`config.mk`:
```
export PLATFORM = sky130hd
export DESIGN_NAME = bcd_digit_reader
export DESIGN_NICKNAME = d
export VERILOG_FILES = /design/src/rtl/calc_pkg.sv /design/src/rtl/lz_prienc.sv /design/src/rtl/bcd_digit_reader.sv
export SDC_FILE = /design/constraint.sdc
export NUM_CORES = 1
export LEC_CHECK = 0
export CAP_MARGIN = 20
export CORE_MARGIN = 1
export CORE_UTILIZATION = 42
export CTS_BUF_LIST = sky130_fd_sc_hd__clkbuf_4
export DETAILED_ROUTE_END_ITERATION = 10
export PLACE_DENSITY = 0.81
export SLEW_MARGIN = 30
export SYNTH_ARGS = -nofsm -noshare
export SYNTH_HDL_FRONTEND = slang
export SYNTH_HIERARCHICAL = 1
export SYNTH_SLANG_ARGS = --single-unit
export TNS_END_PERCENT = 30
```
`constraint.sdc`:
```
create_clock -name clk -period 1.5 [get_ports clk]
set_input_delay 0.375 -clock clk [delete_from_list [all_inputs] [get_ports clk]]
set_output_delay 0.375 -clock clk [all_outputs]
set_load 0.01 [all_outputs]
```
`src/rtl/calc_pkg.sv`:
```
// Shared constants and read-state encoding for the calculator operand store and reader.
package calc_pkg;

  localparam int unsigned NDIG    = 4;
  localparam int unsigned DIGW    = 4;
  localparam logic [3:0]  BCD_MAX = 4'd9;
  localparam logic [3:0]  OP_CODE = 4'b1010;

  typedef enum logic [1:0] {IDLE, SEND, DONE} rd_state_t;

endpackage

```
`src/rtl/lz_prienc.sv`:
```
// Priority encoder: index of the highest nonzero nibble, plus an all-zero flag.
module lz_prienc #(
  parameter int unsigned NDIG = 4,
  parameter int unsigned IDXW = 2
) (
  input  logic [4*NDIG-1:0] data_i,
  output logic [IDXW-1:0]   idx_o,
  output logic              all_zero_o
);

  always_comb begin
    idx_o      = '0;
    all_zero_o = 1'b1;
    // Ascending scan so the highest nonzero nibble is the last one written.
    for (int i = 0; i < int'(NDIG); i++) begin
      if (data_i[4*i +: 4] != 4'h0) begin
        idx_o      = IDXW'(i);
        all_zero_o = 1'b0;
      end
    end
  end

endmodule

```
`src/rtl/bcd_digit_reader.sv`:
```
// Snapshots one BCD operand register and streams its digits MS-first over valid/ready.
module bcd_digit_reader #(
  parameter int unsigned NDIG    = 4,
  parameter bit          SKIP_LZ = 1'b1
) (
  input  logic            clk,
  input  logic            reset_n,
  input  logic            start,
  input  logic            sel,
  input  logic [4*NDIG-1:0] reg1,
  input  logic [4*NDIG-1:0] reg2,
  input  logic            abort,
  output logic [3:0]      digit,
  output logic [1:0]      digit_pos,
  output logic            digit_valid,
  input  logic            digit_ready,
  output logic            busy,
  output logic            done,
  output logic            bcd_err
);

  import calc_pkg::*;

  localparam int unsigned W = DIGW * NDIG;

  rd_state_t      state_q, state_d;
  logic [W-1:0]   snap_q, snap_d;
  logic [1:0]     idx_q, idx_d;
  logic           err_q, err_d;

  logic [W-1:0]   sel_reg;
  logic [1:0]     lz_idx;
  logic           lz_zero;
  logic [1:0]     start_idx;
  logic [DIGW-1:0] cur_dig;

  assign sel_reg = sel ? reg2 : reg1;

  // Encodes the live selected register so the start index is ready at the start edge.
  lz_prienc #(
    .NDIG(NDIG),
    .IDXW(2)
  ) u_lz_prienc (
    .data_i    (sel_reg),
    .idx_o     (lz_idx),
    .all_zero_o(lz_zero)
  );

  assign start_idx = !SKIP_LZ ? 2'(NDIG - 1) : (lz_zero ? 2'd0 : lz_idx);
  assign cur_dig   = snap_q[DIGW*int'(idx_q) +: DIGW];

  always_comb begin
    state_d = state_q;
    snap_d  = snap_q;
    idx_d   = idx_q;
    err_d   = err_q;
    unique case (state_q)
      IDLE: begin
        if (start && !abort) begin
          snap_d  = sel_reg;
          idx_d   = start_idx;
          err_d   = 1'b0;
          state_d = SEND;
        end
      end
      SEND: begin
        // Abort beats a same-cycle handshake: the digit is not delivered.
        if (abort) begin
          state_d = IDLE;
        end else if (digit_ready) begin
          if (cur_dig > BCD_MAX) err_d = 1'b1;
          if (idx_q == 2'd0) state_d = DONE;
          else               idx_d   = idx_q - 2'd1;
        end
      end
      DONE:    state_d = IDLE;
      default: state_d = IDLE;
    endcase
  end

  always_ff @(posedge clk or negedge reset_n) begin
    if (!reset_n) begin
      state_q <= IDLE;
      snap_q  <= '0;
      idx_q   <= '0;
      err_q   <= 1'b0;
    end else begin
      state_q <= state_d;
      snap_q  <= snap_d;
      idx_q   <= idx_d;
      err_q   <= err_d;
    end
  end

  always_comb begin
    digit_valid = (state_q == SEND);
    digit       = digit_valid ? cur_dig : 4'h0;
    digit_pos   = digit_valid ? idx_q : 2'd0;
    busy        = (state_q != IDLE);
    done        = (state_q == DONE);
    bcd_err     = err_q;
  end

endmodule

```
# After elaboration in Yosys (flattened, before gate mapping)
# Index checks and enable logic that the tools add are counted.
word_totals:
  reg_bits: 21
  wordCells: 56
  input_bits: 38
  output_inout_bits: 10
op_classes:
  shift: 1
  reduce_logical: 14
  order_cmp: 1
  n_addsub: 1
  n_eq_ne: 9
  n_mux: 26
op_table:
  columns: ["operator", "n"]
  rows:
  - ["$mux W2", 12]
  - ["$mux W16", 1]
  - ["$reduce_bool A4 Y1", 4]
  - ["$shiftx A16 B5 Y4", 1]
  - ["$reduce_and A5 Y1", 2]
  - ["$mux W1", 9]
  - ["$pmux W2 S2", 2]
  - ["$ne A2 B2 Y1 const B", 3]
  - ["$ne A3 B2 Y1 const B", 2]
  - ["$gt A4 B4 Y1 const B", 1]
  - ["$logic_not A2 Y1", 2]
  - ["$mux W4", 1]
  - ["$ne A2 B1 Y1 const B", 2]
  - ["$reduce_bool A2 Y1", 2]
  - ["$reduce_and A3 Y1", 1]
  - ["$eq A2 B1 Y1 const B", 1]
  - ["$eq A2 B2 Y1 const B", 1]
  - ["$pmux W1 S2", 1]
  - ["$reduce_and A2 Y1", 1]
  - ["$sub A2 B1 Y2 const B", 1]
  - ["$logic_and A1 B1 Y1", 1]
  - ["$logic_not A1 Y1", 1]

# Depth between registers and ports, before layout
# Gate-level depths: netlist (run 1).
depth:
  ltp_word: 9
  ltp_mapped: 8
  depth_no_buf: 6

# Hierarchy
# The synthesis (run 1) kept the hierarchy.
by_module_without_submodules:
  columns: ["mod", "cells_each", "seq_area_each_um2", "area_per_inst_um2", "instances"]
  rows:
  - ["bcd_digit_reader", 95, 525.5, 1280.0, 1]
  - ["lz_prienc", 8, 0.0, 50.0, 1]

# Least setup slack after synthesis (run 1)
# OpenSTA, ideal clock, no wires.
synth_timing:
  path_kind: "input to register"
  startpoint: "input sel"
  endpoint: "register idx_q[0]"
  t_required_ns: 1.421
  path_buffers: 2
  setup_ns: 0.079
  arrival_time_ns: 2.141
  setup_slack_ns: -0.720
  cell_stages: 8
  cell_sequence: "buf_2 -> buf_2 -> mux2_2 -> or4_1 -> o21ai_1 -> nor2b_1 -> o221ai_1 -> a2bb2oi_1"
synth_between:
  elab_cells_between_ends: 15
  classes_between: "mux (11); reduce/logical (4)"
synth_rtl:
  columns: ["item", "line_no", "text"]
  rows:
  - ["from (decl)", "bcd_digit_reader.sv:9", "input logic sel,"]
  - ["$mux W16", "bcd_digit_reader.sv:37", "assign sel_reg = sel ? reg2 : reg1;"]
  - ["net sel_reg[9]", "bcd_digit_reader.sv:31", "logic [W-1:0] sel_reg;"]
  - ["$reduce_bool A4 Y1", "lz_prienc.sv:16", "if (data_i[4*i +: 4] != 4'h0) begin"]
  - ["$mux W2 (2 in a row)", "lz_prienc.sv:16", null]
  - ["net lz_idx[0]", "bcd_digit_reader.sv:32", "logic [1:0] lz_idx;"]
  - ["$mux W2", "bcd_digit_reader.sv:49", "assign start_idx = !SKIP_LZ ? 2'(NDIG - 1) : (lz_zero ? 2'd0 : lz_idx);"]
  - ["$mux W2", "bcd_digit_reader.sv:59", "if (start && !abort) begin"]
  - ["$pmux W2 S2", "bcd_digit_reader.sv:57", "unique case (state_q)"]
  - ["to (signal assigned)", "bcd_digit_reader.sv:90", "idx_q <= idx_d;"]
  - ["to (decl)", "bcd_digit_reader.sv:28", "logic [1:0] idx_q, idx_d;"]
# The timed path passes the listed nets, and every way through them passes these cells. The select of a mux whose other input is x is not followed.
# A chain may end at the register's enable or synchronous reset.

# Final worst setup path (run 1)
layout_timing:
  startpoint: "register idx_q[0]"
  endpoint: "output digit[2]"
layout_between:
  elab_chain_cells: 2
layout_lines:
  columns: ["item", "line_no", "text"]
  rows:
  - ["$shiftx A16 B5 Y4", "bcd_digit_reader.sv:50", "assign cur_dig = snap_q[DIGW*int'(idx_q) +: DIGW];"]
  - ["$mux W4", "bcd_digit_reader.sv:97", "digit = digit_valid ? cur_dig : 4'h0;"]
  - ["to (decl)", "bcd_digit_reader.sv:13", "output logic [3:0] digit,"]
# No other way between the ends.

==> results.sh, run 1 <==
export IMPL_synth_compound_area_share_pct=4.05
export IMPL_synth_adder_area_share_pct=0.941
export IMPL_clkTransAtPathRegs_ps=140
export IMPL_tns_ps=-7810
export IMPL_final_util_pct=82.3
export IMPL_vdd_drop_max_v=0.000693
export IMPL_ys_async_sr_fraction_pct=100
export IMPL_yosys_area_top_type_share_pct=39.5
export IMPL_fin_worst_skew_ps=4.45
export IMPL_dieArea_um2=3400
export IMPL_fin_nets=232
export IMPL_relSlewSlack_pct=76.5
export IMPL_die_width_um=58.3
export IMPL_drtIter0Drc=49
export IMPL_cts_buffers=3
export IMPL_gr_usage_all_layers_pct=29.0
export IMPL_cts_sinks=21
export IMPL_synthCells=103
export IMPL_die_h_um=58.3
export IMPL_synth_top_family_by_area="multiplexers"
export IMPL_htree_levels=1
export IMPL_crit_required_ps=1120
export IMPL_synth_seq_cells=21
export IMPL_start_util_pct=43.9
export IMPL_p_leak_nw=1.22
export IMPL_gr_total_overflow=0
export IMPL_clockBufferDepth=2
export IMPL_reg2reg_slack_ps=-300
export IMPL_ys_dominant_reg_cell="dfrtp_1"
export IMPL_io_buffers=47
export IMPL_syn_num_nets=142
export IMPL_setup_violations=28
export IMPL_clk_latency_ps=330
export IMPL_vias=1278
export IMPL_cts_tree="done"
export IMPL_fmax_mhz=474
export IMPL_drc=0
export IMPL_period_needed_ps=2110
export IMPL_netlist_area_um2=1330
export IMPL_drive_gt1_share_pct=62.0
export IMPL_syn_to_final_growth_pct=87.4
export IMPL_end_kind="output pin"
export IMPL_cp_max_fo=3
export IMPL_synth_enable_flop_cells=0
export IMPL_postLayoutSetupSlackWorst_ps=-609
export IMPL_r2r_cells=7
export IMPL_rr_startpoint="idx_q[0]"
export IMPL_synthMuxAreaShare_pct=37.7
export IMPL_status="finished, violations left"
export IMPL_row_count=20
export IMPL_synth_xor_area_share_pct=0
export IMPL_crit_start="idx_q[0]"
export IMPL_grt_max_degree=22
export IMPL_holdBufCountCts=0
export IMPL_via_per_inst=5.42
export IMPL_antenna_found_initial=0
export IMPL_place_ws_ps=-1130
export IMPL_io_pin_count=48
export IMPL_setup_worst_path_class="reg -> out"
export IMPL_synth_yosys_seq_area_share_pct=39.5
export IMPL_synth_area_leaders="dfrtp_1, mux2_2, mux2_4"
export IMPL_root_buffer="clkbuf_4"
export IMPL_min_path_type="in -> async"
export IMPL_detail_route_wl_per_cell_um=21.2
export IMPL_diodes=0
export IMPL_arrival_ps=1730
export IMPL_p_per_area_nw_per_um2=967
export IMPL_totalWireLength_mm=4.99
export IMPL_cap_violations=0
export IMPL_core_um2=3030
export IMPL_grt_pass1_vias=1355
export IMPL_cp_start_kind="flop"
export IMPL_drt_pass1_iter_count=4
export IMPL_timing_rr_end="idx_q[1]"
export IMPL_synth_largest_area_cell="dfrtp_1"
export IMPL_postSynthAreaPerCell_um2=12.9
export IMPL_rsz0062_at_grt="true"
export IMPL_synth_cell_types=29
export IMPL_gp_congestion=0.849
export IMPL_finalMaxSlewViolations=0
export IMPL_violations="negative setup slack"
export IMPL_yosysMostFrequentCell="mux2_2"
export IMPL_hold_viol=0
export IMPL_ant_nets=0
export IMPL_synth_simple_area_share_pct=13.1
export IMPL_ys_warn_count=6
export IMPL_tightest_slew_ps=353
export IMPL_synth_common_cells="mux2_2, dfrtp_1, mux2_4"
export IMPL_grt_pass1_wl_mm=6.91
export IMPL_period_share_pct=141
export IMPL_post_dp_hpwl_mm=2.58
-- report_power, final --
group / total, mW / switching (mW) / internal, mW
registers: 0.848 / 0.139 / 0.709
clock network: 0.327 / 0.205 / 0.122
logic: 1.23 / 0.442 / 0.791
-- what timing repair did --
action                                  in CTS  in global routing
resized for setup                          117                 19
cloned                                       1                  2
endpoints found under the setup margin      29                 28
buffers inserted                            14                  4
pin swaps                                   15                  8
-- through the flow --
step,hold slack [ps],instance area [µm²],power [mW],instances
detailed placement,494,2030,1.69,212
global placement,486,2030,1.66,212
finish,384,2490,2.41,236
global route,416,2490,2.50,236
floorplan,79.4,1370,1.29,103
CTS,405,2320,2.19,230
-- sequential cells by signal, summed over array words and instances, names as in the netlist --
register / count
snap_q: 16
idx_q: 2
state_q: 2
bcd_err: 1
-- final cells by class --
class / instances / area, µm²
clock buffer: 4 / 30.0
fill: 164 / 536
inverter: 3 / 11.3
multi-input combinational: 73 / 991
sequential: 21 / 527
tap: 44 / 55.1
timing repair buffer: 91 / 878
-- cell families after synthesis --
kind of cell	after synthesis
flip-flops	21
adder cells (fa/ha/maj)	1
multiplexers	38
AO/OA/AOI/OAI	8
AND/OR/NAND/NOR	26
buffers and inverters	9
-- worst max-delay path by stage --
stage	endpoint	slack [ps]
after floorplan	idx_q[0]	-490
after global placement	idx_q[0]	-1060
after detailed placement	idx_q[1]	-1130
after CTS	digit[1]	-520
after global routing	digit[2]	-650
final	digit[2]	-610
-- layout by cell type (no fill, tap or decap), types with 2 or more instances in the layout --
master	Yosys	layout
mux2_4	8	32
buf_4	0	31
dlygate4sd2_1	0	27
dfrtp_1	21	20
buf_6	1	9
clkdlybuf4s50_1	0	8
buf_2	4	6
mux4_2	4	4
and2_4	0	4
clkbuf_4	0	4
buf_12	1	4
nor4_4	0	4
nor2b_4	0	2
and2_1	6	2
inv_1	3	2
and2b_1	2	2
nand2b_4	0	2
o21ai_1	1	2
nand2_1	2	2
clkbuf_16	0	2
dlymetal6s2s_1	0	2
-- worst max-delay path, stage by stage (launching register included) --
cell and delay [ps]:
dfrtp_2 440, buf_6 120, mux4_2 550, and2_4 180, buf_6 110
-- layer usage --
| layer | wire length (µm) | vias up | part of all wire, % | global-route usage, % |
|---|---|---|---|---|
| met2 | 2690 | 61 | 54 | 54.8 |
| met5 | 0 | - | 0 | 0 |
| met3 | 227 | 16 | 4.5 | 4.46 |
| met1 | 1880 | 642 | 38 | 31.6 |
| met4 | 200 | 0 | 4.0 | 12.9 |
| li1 | - | 559 | - | - |
(Power assumes the default switching activity.)
==> inputs of run 2 (changes only) <==
CORE_UTILIZATION = 41   (was 42)
SYNTH_HIERARCHICAL = unset   (was 1)
==> run 2 against run 1 <==
  * Synthesized cell count up 19%
  * Critical path type unchanged
  * Die area down 4.2%
  * Sequential share of layout area increased by 4.4 points
  * Non-clock buffer count fell by 10
  * Clock power shrank 16%
  * Synthesized area is 6.6% lower
  * Sequential cell count did not move
  * Clock skew up 9.8 ps
  * Utilization fell by 8.9 points
  * Combinational power down 3%
  * First-iteration DRC count is 16% higher
  * Via count shrank 2.4%
  * The run ends with design-rule violations, negative setup slack left
==> results.sh, run 2 <==
export IMPL_clockBufferDepth=2
export IMPL_start_util_pct=44.3
export IMPL_finalMaxSlewViolations=0
export IMPL_synth_largest_area_cell="dfrtp_1"
export IMPL_ys_dominant_reg_cell="dfrtp_1"
export IMPL_setup_worst_path_class="reg -> out"
export IMPL_yosysMostFrequentCell="nor2_1"
export IMPL_period_needed_ps=2060
export IMPL_top_register="snap_q"
export IMPL_post_dp_hpwl_mm=2.60
export IMPL_seq_area_um2=527
export IMPL_io_pin_count=48
export IMPL_end_kind="output pin"
export IMPL_slowest_stage="mux4_2"
export IMPL_cp_max_fo=4
export IMPL_synth_yosys_seq_area_share_pct=42.3
export IMPL_detail_route_wl_per_cell_um=14.8
export IMPL_fin_worst_skew_ps=14.3
export IMPL_drc=6
export IMPL_cts_buffers=3
export IMPL_synth_enable_flop_cells=0
export IMPL_diodes=0
export IMPL_vdd_drop_max_v=0.000542
export IMPL_syn_num_nets=162
export IMPL_setup_violations=11
export IMPL_grt_pass1_wl_mm=5.62
export IMPL_yosys_area_top_type_share_pct=42.3
export IMPL_htree_levels=1
export IMPL_antenna_found_initial=0
export IMPL_reg_largest_list="snap_q (16), idx_q (2), state_q (2)"
export IMPL_die_h_um=57.1
export IMPL_via_per_inst=5.35
export IMPL_synth_seq_cells=21
export IMPL_cts_tree="done"
export IMPL_drt_pass1_iter_count=7
export IMPL_synthCells=123
export IMPL_root_buffer="clkbuf_4"
export IMPL_ys_async_sr_fraction_pct=100
export IMPL_postLayoutSetupSlackWorst_ps=-557
export IMPL_die_width_um=57.1
export IMPL_crit_required_ps=1120
export IMPL_clk_latency_ps=310
export IMPL_min_path_type="in -> async"
export IMPL_fin_nets=242
export IMPL_netlist_area_um2=1240
export IMPL_nFillCells=219
export IMPL_drive_gt1_share_pct=32.7
export IMPL_row_count=19
export IMPL_dpl_cell_count=222
export IMPL_tightest_slew_ps=331
export IMPL_total_power_mw=2.31
export IMPL_relSlewSlack_pct=77.9
export IMPL_period_share_pct=137
export IMPL_totalWireLength_mm=3.45
export IMPL_tns_ps=-3560
export IMPL_cts_sinks=21
export IMPL_gr_usage_all_layers_pct=22.5
export IMPL_mostFrequentLayoutCells="clkdlybuf4s50_1, buf_4, nor2_1"
export IMPL_grt_max_degree=35
export IMPL_arrival_ps=1680
export IMPL_cp_cell_sequence="buf_4 -> mux4_2 -> and2_1 -> buf_2"
export IMPL_p_leak_nw=0.922
export IMPL_io_buffers=47
export IMPL_syn_to_final_growth_pct=65.9
export IMPL_cap_violations=0
export IMPL_layout_commonest_cell="clkdlybuf4s50_1"
export IMPL_multi_input_area_um2=698
export IMPL_dieArea_um2=3250
export IMPL_fmax_mhz=486
export IMPL_instances_no_fill=233
export IMPL_hold_viol=0
export IMPL_p_per_area_nw_per_um2=1120
export IMPL_status="finished, violations left"
export IMPL_largest_register_ffs=16
export IMPL_core_um2=2810
export IMPL_synth_common_cells="nor2_1, dfrtp_1, a21oi_1"
export IMPL_gp_congestion=0.805
export IMPL_fin_hold_ws_ps=382
export IMPL_postSynthAreaPerCell_um2=10.1
export IMPL_rsz0062_at_grt="true"
export IMPL_cp_start_kind="flop"
export IMPL_violations="design-rule violations, negative setup slack"
export IMPL_slowest_delay_ps=480
export IMPL_clkTransAtPathRegs_ps=130
export IMPL_ys_warn_count=0
export IMPL_grt_pass1_vias=1276
export IMPL_place_ws_ps=-584
export IMPL_vias=1247
export IMPL_synth_cell_types=32
export IMPL_gr_total_overflow=0
export IMPL_drtIter0Drc=57
export IMPL_synth_area_leaders="dfrtp_1, mux2i_1, a21oi_1"
export IMPL_ant_nets=0
run 2: cell types whose count changed after synthesis, sizes merged, moves of 5 or more:
cell,delta
mux2i,+15
mux2,-33
nor3,+5
a21oi,+18
nor2,+21
run 2: through the flow:
step / area [µm²] / utilization (%)
global placement: 1920 / 68.5
detailed placement: 1920 / 68.5
CTS: 2010 / 71.8
finish: 2060 / 73.5
global route: 2060 / 73.5
floorplan: 1240 / -
run 2: critical path: cells and delay by family (launching register included):
kind,cells,cell delay (ps)
mux,1,480
buf+inv,2,270
flops,1,450
simple gates,1,170
run 2: power breakdown:
group / switching [mW] / internal [mW]
sequential: 0.124 / 0.717
combinational: 0.461 / 0.730
clock: 0.176 / 0.0995
total: 0.761 / 1.55
run 2: metal layers:
layer | vias to the layer above | GRT usage (%) | share of wire (%)
met5 | - | 0 | 0
met4 | 0 | 9.41 | 2.1
met3 | 8 | 3.17 | 5.7
met2 | 55 | 40.5 | 52
met1 | 584 | 27.0 | 40
li1 | 600 | - | -
run 2: cells by family (layout without fill, tap and decap cells):
| group | count (synthesis) | in the layout | share of synthesized area, % |
|---|---|---|---|
| AND/OR/NAND/NOR | 43 | 43 | 17.0 |
| buffers and inverters | 10 | 89 | 4.83 |
| adder cells (fa/ha/maj) | 1 | 1 | 1.01 |
| flip-flops | 21 | 21 | 42.3 |
| multiplexers | 20 | 20 | 20.7 |
| AO/OA/AOI/OAI | 28 | 28 | 14.1 |
run 2: worst paths after layout:
check	startpoint	endpoint	slack [ps]	cells past startpoint
max	idx_q[0]	digit[0]	-560	4
min	reset_n	snap_q[4]	380	2
max reg2reg	idx_q[0]	bcd_err	-340	7
min reg2reg	bcd_err	bcd_err	520	2
max in group asynchronous	reset_n	bcd_err	890	2
min in group clk	bcd_err	bcd_err	520	2
run 2: layout make-up:
cell class              count  share of cell area (%)
clock inverters             1                   0.243
flip-flops and latches     21                    25.6
inverters                   4                   0.971
clock buffers               3                    1.09
repair buffers             81                    36.4
well taps                  31                    1.88
multi-input cells          92                    33.9
run 2: repair_timing:
item	CTS	global route
setup buffers	5	2
resized for setup	53	7
endpoints found under the setup margin	13	12
pin swaps	7	1
hold buffers	0	0
cloned	0	0
==> inputs of run 3 (changes only) <==
CORE_UTILIZATION = 45   (was 41)
PLACE_DENSITY = 0.84   (was 0.81)
clock period = 2.25 ns   (was 1.5 ns; I/O delays follow)
==> run 3 against run 2 <==
  * The run now ends clean
  * Critical endpoint is now digit[1]
  * Wire length decreased by 12%
  * Utilization is 2.3 points lower
  * First-iteration DRC count shrank 61%
  * Sequential cell count unchanged
  * Cell area fell by 12%
  * Power down 42%
  * Die area is 8.6% lower
  * Critical path depth unchanged
  * Clock power down 29%
  * Global-route usage rose by 0.32 points
  * Clock skew down 13 ps
==> results.sh, run 3 (synthesis gave the netlist of run 2 again) <==
export IMPL_cts_sinks=21
export IMPL_finalMaxSlewViolations=0
export IMPL_rsz0062_at_grt="true"
export IMPL_whs_path_depth=2
export IMPL_cp_depth=4
export IMPL_total_power_mw=1.34
export IMPL_drtIter0Drc=22
export IMPL_setup_worst_path_class="reg -> out"
export IMPL_swShare_pct=32.9
export IMPL_start_util_pct=48.8
export IMPL_cp_start_kind="flop"
export IMPL_p_comb_share_pct=44.0
export IMPL_cp_max_fo=4
export IMPL_end_kind="output pin"
export IMPL_place_area_um2=1760
export IMPL_cap_violations=0
export IMPL_relSlewSlack_pct=76.2
export IMPL_crit_family="multiplexers"
export IMPL_ant_nets=0
export IMPL_slowest_stage="mux4_2"
export IMPL_clk_latency_ps=300
export IMPL_fin_hold_ws_ps=522
export IMPL_clkPwrFrac_pct=14.5
export IMPL_clockBufferDepth=2
export IMPL_gp_congestion=0.826
export IMPL_root_buffer="clkbuf_4"
export IMPL_layout_commonest_cell="clkdlybuf4s50_1"
export IMPL_clkTransAtPathRegs_ps=110
export IMPL_drc=0
export IMPL_fmax_mhz=453
export IMPL_drive_gt1_share_pct=17.8
export IMPL_period_share_pct=98.1
export IMPL_cts_buffers=3
export IMPL_post_dp_hpwl_mm=2.39
export IMPL_via_per_inst=5.60
export IMPL_vdd_drop_max_v=0.000585
export IMPL_largest_register_ffs=16
export IMPL_grt_pass1_wl_mm=4.73
export IMPL_instances_no_fill=210
export IMPL_dpl_cell_count=201
export IMPL_fin_nets=220
export IMPL_nFillCells=208
export IMPL_vias=1177
export IMPL_reg2reg_slack_ps=580
export IMPL_cts_tree="done"
export IMPL_crit_required_ps=1690
export IMPL_intPower_uw=899
export IMPL_p_per_area_nw_per_um2=740
export IMPL_grt_pass1_vias=1083
export IMPL_gr_usage_all_layers_pct=22.8
export IMPL_gr_total_overflow=0
export IMPL_setup_violations=0
export IMPL_seq_power_share_pct=41.4
export IMPL_status="finished, final reports clean"
export IMPL_place_ws_ps=-44.8
export IMPL_core_um2=2540
export IMPL_die_width_um=54.5
export IMPL_tightest_slew_ps=354
export IMPL_multi_input_area_um2=656
export IMPL_final_util_pct=71.1
export IMPL_row_count=18
export IMPL_reg_largest_list="snap_q (16), idx_q (2), state_q (2)"
export IMPL_die_h_um=54.5
export IMPL_totalWireLength_mm=3.05
export IMPL_dieArea_um2=2980
export IMPL_antenna_found_initial=0
export IMPL_io_buffers=47
export IMPL_seq_area_um2=527
export IMPL_drt_pass1_iter_count=5
export IMPL_cp_cell_sequence="buf_4 -> mux4_2 -> and2_1 -> buf_2"
export IMPL_slowest_delay_ps=510
export IMPL_path_buf_inv=2
export IMPL_top_register="snap_q"
export IMPL_p_leak_nw=0.789
export IMPL_stdcell_area_um2=1810
export IMPL_fin_worst_skew_ps=1.49
export IMPL_postLayoutSetupSlackWorst_ps=42.5
export IMPL_arrival_ps=1650
export IMPL_mostFrequentLayoutCells="clkdlybuf4s50_1, nor2_1, dfrtp_1"
export IMPL_detail_route_wl_per_cell_um=14.5
export IMPL_min_path_type="reg -> reg"
export IMPL_hold_viol=0
export IMPL_period_needed_ps=2210
export IMPL_htree_levels=1
export IMPL_tns_ps=0
export IMPL_r2r_cells=6
export IMPL_syn_to_final_growth_pct=45.7
export IMPL_grt_max_degree=35
export IMPL_p_sw_uw=441
export IMPL_io_pin_count=48
export IMPL_diodes=0
run 3: routing by layer:
| metal | up-vias | wire (µm) | global-route usage [%] |
|---|---|---|---|
| met4 | 0 | 18 | 4.27 |
| met3 | 2 | 224 | 5.56 |
| met5 | - | 0 | 0 |
| met1 | 558 | 1150 | 27.1 |
| li1 | 559 | - | - |
| met2 | 58 | 1660 | 41.7 |
run 3: final cells by class:
cell class / count / area share (%)
timing repair buffer: 59 / 30.0
multi-input combinational: 92 / 36.2
inverter: 4 / 0.968
sequential: 21 / 29.1
clock buffer: 4 / 1.66
tap: 30 / 2.07
run 3: final timing paths:
path,startpoint,to
min in group asynchronous,reset_n,bcd_err
worst min-delay path,bcd_err,bcd_err
worst max register to register,idx_q[0],idx_q[0]
worst min register to register,bcd_err,bcd_err
max in group asynchronous,reset_n,idx_q[0]
worst max-delay path,idx_q[0],digit[1]
run 3: power by group through the flow:
stage,Sequential (mW),Clock [mW],Combinational (mW)
after floorplan,0.531,0,0.333
after global placement,0.561,0,0.504
after detailed placement,0.566,0,0.519
after CTS,0.548,0.196,0.568
after global routing,0.566,0.210,0.650
final,0.555,0.195,0.590
run 3: tightest hold or removal path, stage by stage, from the launching register on:
cell,delay [ps]
dfrtp_1,390
inv_1,50
a21oi_1,50
run 3: repair_timing:
action	in CTS	in global routing
resized for setup	22	3
endpoints found under the hold margin	0	0
buffers inserted	5	0
hold buffers	0	0
setup endpoints to repair	7	2
